`config.mk`:
```
export PLATFORM = sky130hd
export DESIGN_NAME = turn_signal_conditioner
export DESIGN_NICKNAME = d
export VERILOG_FILES = /design/src/rtl/turn_signal_conditioner.sv
export SDC_FILE = /design/constraint.sdc
export NUM_CORES = 1
export LEC_CHECK = 0
export ABC_AREA = 1
export BUFFER_PORTS_ARGS = -buffer_cell sky130_fd_sc_hd__buf_2
export CAP_MARGIN = 20
export CORE_ASPECT_RATIO = 0.75
export CORE_UTILIZATION = 35
export DETAILED_ROUTE_END_ITERATION = 6
export PLACE_DENSITY = 0.5
export SYNTH_ARGS = -nofsm -noshare
export SYNTH_HDL_FRONTEND = slang
export SYNTH_SLANG_ARGS = --single-unit
```
`constraint.sdc`:
```
create_clock -name clk -period 1.5 [get_ports clk]
set_input_delay 0.225 -clock clk [delete_from_list [all_inputs] [get_ports clk]]
set_output_delay 0.225 -clock clk [all_outputs]
set_load 0.01 [all_outputs]
```
`src/rtl/turn_signal_conditioner.sv`:
```
// ---------------------------------------------------------------------------
// turn_signal_conditioner
//
// Front-end conditioner for the turn-signal sequencer. It takes the raw,
// asynchronous, bouncing left/right switches, synchronises and debounces each
// one, and decodes the pair through a break-before-make mode FSM. The outputs
// are clean request levels for the light sequencer plus one-cycle rise pulses.
//
// Parameters
//   DEBOUNCE_CYCLES : consecutive clk cycles a synced input must disagree with
//                     its stable value before the stable value flips (>= 2)
//   CNT_W           : debounce counter width, 2**CNT_W > DEBOUNCE_CYCLES
//
// Ports
//   clk        in   system clock, rising edge
//   reset      in   asynchronous active-low reset (0 = reset)
//   left       in   raw left switch (asynchronous, may bounce)
//   right      in   raw right switch (asynchronous, may bounce)
//   left_req   out  registered left request to the sequencer
//   right_req  out  registered right request to the sequencer
//   hazard     out  registered, high while the mode FSM is in HAZARD
//   left_rise  out  one-cycle pulse when debounced left goes 0->1
//   right_rise out  one-cycle pulse when debounced right goes 0->1
// ---------------------------------------------------------------------------
module turn_signal_conditioner #(
  parameter int DEBOUNCE_CYCLES = 250000,
  parameter int CNT_W           = 18
) (
  input  logic clk,
  input  logic reset,
  input  logic left,
  input  logic right,
  output logic left_req,
  output logic right_req,
  output logic hazard,
  output logic left_rise,
  output logic right_rise
);

  typedef enum logic [1:0] {
    ST_IDLE   = 2'd0,
    ST_LEFT   = 2'd1,
    ST_RIGHT  = 2'd2,
    ST_HAZARD = 2'd3
  } state_t;

  localparam logic [CNT_W-1:0] LP_CNT_LAST = CNT_W'(DEBOUNCE_CYCLES - 1);

  // Channel index 1 is left, index 0 is right throughout.
  logic [1:0]       w_raw;
  logic [1:0]       r_sync1;
  logic [1:0]       r_sync2;
  logic [1:0]       r_stable;
  logic [1:0]       r_rise;
  logic [CNT_W-1:0] r_cnt [2];

  state_t r_state;
  state_t w_target;
  logic   r_leftReq;
  logic   r_rightReq;
  logic   r_hazard;

  assign w_raw = {left, right};

  // Two-flop synchroniser followed by a run-length debouncer per channel.
  // The counter measures how many consecutive cycles the synced value has
  // disagreed with the stable value; any agreement restarts it. The rise pulse
  // is registered on the same edge that the stable value flips to 1.
  always_ff @(posedge clk or negedge reset) begin
    if (!reset) begin
      r_sync1  <= '0;
      r_sync2  <= '0;
      r_stable <= '0;
      r_rise   <= '0;
      for (int i = 0; i < 2; i++) begin
        r_cnt[i] <= '0;
      end
    end else begin
      r_sync1 <= w_raw;
      r_sync2 <= r_sync1;
      for (int i = 0; i < 2; i++) begin
        r_rise[i] <= 1'b0;
        if (r_sync2[i] == r_stable[i]) begin
          r_cnt[i] <= '0;
        end else if (r_cnt[i] == LP_CNT_LAST) begin
          r_stable[i] <= r_sync2[i];
          r_cnt[i]    <= '0;
          r_rise[i]   <= r_sync2[i];
        end else begin
          r_cnt[i] <= r_cnt[i] + 1'b1;
        end
      end
    end
  end

  // Desired mode from the debounced pair; a simultaneous flip of both
  // channels naturally lands as one target change.
  always_comb begin
    w_target = ST_IDLE;
    case (r_stable)
      2'b10:   w_target = ST_LEFT;
      2'b01:   w_target = ST_RIGHT;
      2'b11:   w_target = ST_HAZARD;
      default: w_target = ST_IDLE;
    endcase
  end

  // Break-before-make mode FSM. From IDLE jump straight to the target; from
  // any active mode, a changed target always passes through IDLE for one
  // cycle so the sequencer never sees two requests overlap mid-change.
  // Outputs are decoded from the current state and registered, so they lag
  // the state by one cycle.
  always_ff @(posedge clk or negedge reset) begin
    if (!reset) begin
      r_state    <= ST_IDLE;
      r_leftReq  <= 1'b0;
      r_rightReq <= 1'b0;
      r_hazard   <= 1'b0;
    end else begin
      if (r_state == ST_IDLE) begin
        r_state <= w_target;
      end else if (w_target != r_state) begin
        r_state <= ST_IDLE;
      end

      r_leftReq  <= (r_state == ST_LEFT)  || (r_state == ST_HAZARD);
      r_rightReq <= (r_state == ST_RIGHT) || (r_state == ST_HAZARD);
      r_hazard   <= (r_state == ST_HAZARD);
    end
  end

  assign left_req   = r_leftReq;
  assign right_req  = r_rightReq;
  assign hazard     = r_hazard;
  assign left_rise  = r_rise[1];
  assign right_rise = r_rise[0];

endmodule

```
Yosys cells after proc, flatten, opt, wreduce, memory -nomap -nowiden
Cells that the tools add are included.

word-level totals
  register bits = 49
  input port bits = 4
  output and inout bits = 5
  logic and storage cells = 43

operators by class
  add/sub/neg operators = 2
  eq/ne operators = 11
  mux-type cells = 11
  bitwise operators = 2
  reduce and logical (&&, ||, !) cells = 6

operators with widths
  cell                     count
  $mux W18                 4
  $add A18 B1 Y18 const B  2
  $eq A18 B18 Y1 const B   2
  $eq A2 B2 Y1 const B     4
  $pmux W2 S3              1
  $eq A2 B1 Y1 const B     2
  $mux W1                  4
  $mux W2                  2
  $reduce_and A2 Y1        2
  $eq A1 B1 Y1             2
  $logic_not A2 Y1         1
  $logic_or A1 B1 Y1       2
  $ne A2 B2 Y1             1
  $not A1 Y1               2
  $reduce_bool A2 Y1       1

Longest topological paths before layout
Gate-level depths: netlist of run 1.

  depth after elaboration = 5
  gate-level depth with buffers = 9

Worst setup path after synthesis of run 1
OpenSTA, ideal clock, no wires.

  path kind = flip-flop to flip-flop
  from = register r_cnt[0] (netlist bit)
  to = register r_cnt[10] (netlist bit)
  library setup time = 0.122 ns
  data arrival time = 1.129 ns
  required time = 1.378 ns
  slack = 0.249 ns
  stages on the path, launching flop included = 9
  buffers on the path = 0
  cell sequence = dfrtp_1 > ha_1 > nand3_2 > inv_2 > nand2_2 > nor2_2 > nand3_1 > nand2_1 > nor2_1

on the way
  cells in the longest elaborated chain, start to end = 3

ends and longest elaborated chain
  element                                            RTL line  text
  start, declared                                    55        logic [CNT_W-1:0] r_cnt [2];
  start signal, assigned by index                    90        r_cnt[i] <= r_cnt[i] + 1'b1;
  $add A18 B1 Y18 or $eq A18 B18 Y1 (tied branches)  90, 85
  $mux W18 (*)                                       85        end else if (r_cnt[i] == LP_CNT_LAST) begin
  $mux W18 (*)                                       83        if (r_sync2[i] == r_stable[i]) begin

Mark *: on every way between the ends. The rest lies on a longest branch, timed or not.
A chain may end at the register's enable or synchronous reset.

Final worst setup path of run 1
  from = register r_cnt[19] (netlist bit)
  to = register r_cnt[32] (netlist bit)

Same word-level chain as after synthesis.

==> flow_metrics.py, run 1 <==
metrics = {
    "power_and_ir_drop": {
        "power_leakage_nw": 1.249,
        "p_total_w": 0.002238,
        "power_density_mw_per_mm2": 778.9,
        "ir_worst_vdd_uv": 533.9,
    },
    "status": {
        "outcome": "completed",
    },
    "timing": {
        "setup_tns_ns": 0,
        "finClkSkew_ns": 0.009331,
        "max_slew_margin_pct": 69.89,
        "fin_crit_sh_pct": 89.85,
        "rsz0062_at_grt": "false",
        "fmax_mhz": 742.0,
        "drv_slew": 0,
        "worst-slew-pin-transition_ns": 0.4512,
        "hold_viol": 0,
        "min_period_ns": 1.348,
        "setup-violations-final": 0,
    },
    "logic_synthesis": {
        "synth_warnings": 0,
        "synth.distinct_cells": 26,
        "synth_seq_area_share_pct": 49.65,
        "syn-cell-area_mm2": 0.002470,
        "synth_flop_cell": "dfrtp_1",
        "yosysMostFrequentCell": "nor2_1",
        "synth-edff-count": 0,
        "ys_async_sr_fraction_pct": 100.0,
        "syn_avg_cell_area_um2": 8.019,
        "syn_nets": 314,
        "synth.top_cells.by_area": "dfrtp_1, nor2_1, nand2_1",
        "synth.top_cells.by_count": "nor2_1, nand2_1, dfrtp_1",
        "syn_inst": 308,
        "synth_seq_cells": 49,
        "yosys.area.top_type_share_pct": 49.65,
        "yosysTopAreaCell": "dfrtp_1",
    },
    "placement": {
        "dp_hpwl_mm": 3.863,
        "gp_congestion": 0.8305,
        "port_buffers": 8,
    },
    "route": {
        "routed_wl_mm": 5.271,
        "routed_via_density": 4.566,
        "first_pass_iters": 4,
        "via_count": 1904,
        "post_drt_wl_per_cell_um": 12.64,
        "ant_nets": 0,
        "drt_iter0_drc": 138,
        "drc_errors": 0,
    },
    "critical_path": {
        "crit_arrival_ns": 1.59,
        "critical_path.max_fanout": 3,
        "critPathLaunchType": "flip-flop",
        "critPathKind": "reg -> reg",
        "required_ns": 1.74,
        "end_kind": "flip-flop",
    },
    "global_routing": {
        "grt_pass1_wl_mm": 8.956,
        "grt_max_degree": 50,
        "grt_pass1_vias": 1839,
        "overflow": 0,
        "grt_usage_pct": 16.00,
        "antenna_found_initial": 0,
    },
    "cts": {
        "root_buffer": "clkbuf_8",
        "insertion_delay_ns": 0.30,
        "cts_num_sinks": 49,
        "cts.htree.levels": 2,
        "clk_path_buf_depth": 2,
        "cts_buffers": 5,
        "path_clk_slew_ns": 0.09,
        "cts_tree": "built",
    },
    "min_path": {
        "hp-class": "in -> reg",
    },
    "die": {
        "fp.dieW_um": 99,
        "dieArea_mm2": 0.007400,
        "num_io_pins": 9,
        "die_h_um": 74.75,
        "fp.coreArea_mm2": 0.006832,
        "initial_utilization_pct": 36.15,
        "rows": 26,
    },
    "layout": {
        "num-nets-final": 338,
        "syn2layout_area_growth_pct": 16.31,
        "postLayoutCoreUtil_pct": 42.05,
        "diodes": 0,
        "drive_above_1_share_pct": 17.72,
    },
    "flow_run": {
        "maxCapViolations": 0,
    },
}
[cell type report]
| type | instances | area [um2] |
|---|---|---|
| flip-flops and latches | 49 | 1229 |
| fillers | 702 | 3959 |
| well taps | 84 | 105.1 |
| clock buffers | 6 | 72.57 |
| repair buffers | 18 | 130.1 |
| multi-input cells | 224 | 1199 |
| inverters | 34 | 127.6 |
| clock inverters | 2 | 10.01 |
[state kept, by name (all words and copies together) (netlist names)]
signal / count
right_req: 1
r_sync1: 2
r_stable: 2
left_req: 1
r_sync2: 2
r_rise: 2
hazard: 1
r_cnt: 36
r_state: 2
[stage by stage]
stage	hold WS, ns	std cells	instance area, um2	setup slack [ns]
final	0.02956	417	2873	0.1523
after CTS	0.01718	412	2750	0.01229
after global routing	0.009908	417	2873	0.01095
after detailed placement	0.2362	403	2658	0.04068
after global placement	0.2464	403	2658	0.05609
after floorplan	-0.07059	308	2470	0.2488
[where the power goes]
| group | internal (W) | switching (W) |
|---|---|---|
| clock network | 0.000325 | 0.000439 |
| logic | 0.0000460 | 0.0000711 |
| registers | 0.00134 | 0.0000189 |
| total | 0.00171 | 0.000529 |
[worst max-delay path, stage by stage (launching register included)]
cell and delay (ns):
dfrtp_1 0.41, ha_4 0.16, nand2_1 0.08, nor2_1 0.13, nand2_1 0.10, o21bai_1 0.20, nand3_1 0.11, nor2_1 0.10
[placed cells by master (no fill, tap or decap), types with 2 or more instances in the layout]
cell	instances
nand4_1	4
nor2_1	71
ha_4	2
buf_4	8
clkbuf_8	5
xnor2_1	3
nand3_1	21
dfrtp_1	47
nand3_2	3
xor2_1	12
nand2_4	3
a21oi_1	7
nand2_2	5
buf_2	8
nor3_1	3
o21bai_1	2
nand3_4	2
clkinv_2	2
inv_2	3
nor2_2	6
dfrtp_2	2
inv_1	31
o21ai_0	4
nor2_4	5
nand2_1	63
[repair_timing]
item / in CTS / in global routing
endpoints found under the setup margin: 0 / 25
gates resized for setup: 0 / 19
hold endpoints to repair: 49 / 0
hold buffers: 1 / 0
buffers inserted: 0 / 4
[cells by family (layout without fill, tap and decap cells)]
group,count (synthesis),count (layout),share of synthesized area (%)
adder cells (fa/ha/maj),2,2,1.013
flip-flops,49,49,49.65
AO/OA/AOI/OAI,16,16,3.546
AND/OR/NAND/NOR,189,190,34.35
buffers and inverters,36,60,5.472
XOR/XNOR,16,16,5.978
[routing by layer]
layer	vias to the layer above	routed length [um]	global-route usage [%]
met2	27	1962	22.07
met5	-	0	0
met4	0	48	4.975
li1	1006	-	-
met3	4	205	3.157
met1	867	3054	24.90
[path summary, 6_finish.rpt]
kind                                  from    endpoint  slack, ns  cells after the start
worst max-delay path             r_cnt[19]   r_cnt[32]       0.15                      7
max in group asynchronous            reset    r_cnt[0]       0.83                      3
worst min-delay path                 right  r_sync1[0]       0.03                      1
min in group asynchronous            reset    r_cnt[7]       0.42                      3
worst min register to register  r_sync1[0]  r_sync2[0]       0.36                      0
worst max register to register   r_cnt[19]   r_cnt[32]       0.15                      7
No activity file was read; power rests on OpenSTA's default activity.
==> run 2, diff against run 1 <==
- clock period: 1.5 -> 1.73 ns (I/O delays scaled with it)
==> flow_metrics.py, run 2 (synthesis gave the netlist of run 1 again) <==
metrics = {
    "status": {
        "outcome": "completed",
    },
    "critical_path": {
        "crit_end": "r_cnt[12]",
        "required_ns": 1.90,
        "reg2regPathDepth": 6,
        "cpMostUsedCell": "nor2_1",
        "crit_chain": "ha_1 -> nand3_2 -> nor2_1 -> nand2_1 -> nand2_2 -> nor2_1",
        "critical_path.max_fanout": 10,
        "cp-startpoint": "r_cnt[0]",
        "critPathKind": "reg -> reg",
        "end_kind": "flip-flop",
        "r2r_setup_slack_ns": 0.24,
        "max_stage_delay_ns": 0.42,
        "r2r_start": "r_cnt[0]",
        "critPathSlowestCell": "dfrtp_1",
        "r2r_end": "r_cnt[12]",
        "critPathLaunchType": "flip-flop",
        "crit_arrival_ns": 1.66,
    },
    "timing": {
        "finClkSkew_ns": 0.009127,
        "postLayoutSetupSlackWorst_ns": 0.2400,
        "whs_ns": 0.06331,
        "setup-violations-final": 0,
        "hold_viol": 0,
        "min_period_ns": 1.490,
        "fmax_mhz": 671.1,
        "fin_crit_sh_pct": 86.13,
        "rsz0062_at_grt": "false",
        "drv_slew": 0,
        "worst-slew-pin-transition_ns": 0.3122,
        "setup_tns_ns": 0,
        "max_slew_margin_pct": 79.19,
    },
    "global_routing": {
        "grtUsageMet2_pct": 22.53,
        "grt_max_degree": 50,
        "overflow": 0,
        "grtUsageMet1_pct": 23.65,
        "grt_pass1_wl_mm": 8.852,
        "antenna_found_initial": 0,
        "use_met3_pct": 2.878,
        "busiest_layer": "met1",
        "grt_pass1_vias": 1842,
        "grt_usage_pct": 15.43,
    },
    "cts": {
        "post_cts_buffers": 0,
        "cts_buffers": 5,
        "cts_resized": 0,
        "cts_tree": "built",
        "insertion_delay_ns": 0.29,
        "clk_path_buf_depth": 2,
        "path_clk_slew_ns": 0.09,
        "cts_num_sinks": 49,
        "cts.htree.levels": 2,
        "root_buffer": "clkbuf_8",
    },
    "die": {
        "fp.dieW_um": 99,
        "dieArea_mm2": 0.007400,
        "fp.coreArea_mm2": 0.006832,
        "die_h_um": 74.75,
        "rows": 26,
        "initial_utilization_pct": 36.15,
        "num_io_pins": 9,
    },
    "layout": {
        "multi_input_area_mm2": 0.001109,
        "regMostFlops": "r_cnt",
        "num-nets-final": 330,
        "drive_above_1_share_pct": 13.23,
        "n_fill_cell": 686,
        "diodes": 0,
        "final_cell_mix": "nor2_1, nand2_1, dfrtp_1",
        "syn2layout_area_growth_pct": 12.51,
        "largest_register_ff_count": 36,
        "regArea_mm2": 0.001226,
        "final_common_cell": "nor2_1",
    },
    "route": {
        "routed_wl_mm": 5.040,
        "post_drt_wl_per_cell_um": 12.32,
        "routed_via_density": 4.689,
        "ant_nets": 0,
        "drt_iter0_drc": 111,
        "via_count": 1918,
        "first_pass_iters": 4,
        "drc_errors": 0,
    },
    "min_path": {
        "hp-class": "in -> reg",
    },
    "placement": {
        "dp_hpwl_mm": 3.781,
        "post-place-ws_ns": 0.2460,
        "port_buffers": 8,
        "gp_congestion": 0.8278,
    },
    "power_and_ir_drop": {
        "power_density_mw_per_mm2": 795.1,
        "ir_worst_vdd_uv": 378.4,
        "p_total_w": 0.002209,
        "power_leakage_nw": 1.235,
    },
    "flow_run": {
        "maxCapViolations": 0,
    },
}
[run 2: changes by cell type in the layout (fill, tap and decap cells not counted), sizes merged]
cell / previous run / this run
buf: 17 / 10
clkinv: 2 / 1
nand2: 71 / 70
clkbuf: 6 / 5
bufinv: 0 / 2
[run 2: worst min path at each step]
stage                     startpoint    endpoint  slack, ns  cells after the start
after floorplan                reset      hazard      -0.04                      0
after global placement         reset    r_cnt[5]       0.28                      2
after detailed placement       reset    r_cnt[4]       0.27                      2
after CTS                      right  r_sync1[0]       0.05                      1
after global routing           right  r_sync1[0]       0.05                      1
final                          right  r_sync1[0]       0.06                      1
[run 2: what timing repair did]
item | CTS | global route
hold buffers | 1 | 0
endpoints found under the setup margin | 0 | 0
endpoints found under the hold margin | 49 | 0
[run 2: per-layer routing]
metal	vias up	routed length (um)	part of all wire (%)
met5	-	0	0
met4	0	27	0.54
met3	2	192	3.8
met2	35	1965	39
met1	891	2854	57
li1	990	-	-
[run 2: report_power, final]
| part | internal (W) | switching, W |
|---|---|---|
| clock network | 0.000574 | 0.000383 |
| logic | 0.0000246 | 0.0000540 |
| registers | 0.00116 | 0.0000138 |
| total | 0.00176 | 0.000450 |
[run 2: worst max-delay path, delay by kind of cell (launching register included)]
kind / cells / cell delay (ns)
AND/OR/NAND/NOR: 5 / 0.72
flip-flops: 1 / 0.42
adder cells (fa/ha/maj): 1 / 0.22
[run 2: metrics by stage]
| step | instances | instance area (um2) | util, % |
|---|---|---|---|
| after floorplan | 308 | 2470 | - |
| after detailed placement | 400 | 2635 | 38.57 |
| after global routing | 409 | 2779 | 40.68 |
| final | 409 | 2779 | 40.68 |
| after global placement | 400 | 2635 | 38.57 |
| after CTS | 409 | 2779 | 40.68 |
[run 2: area by class of cell]
class                           count  area share (%)
Sequential cell                    49           44.12
Tap cell                           84           3.782
Multi-Input combinational cell    223           39.89
Inverter                           34           4.593
Timing Repair Buffer               11           2.792
Clock inverter                      3           2.341
Clock buffer                        5           2.476
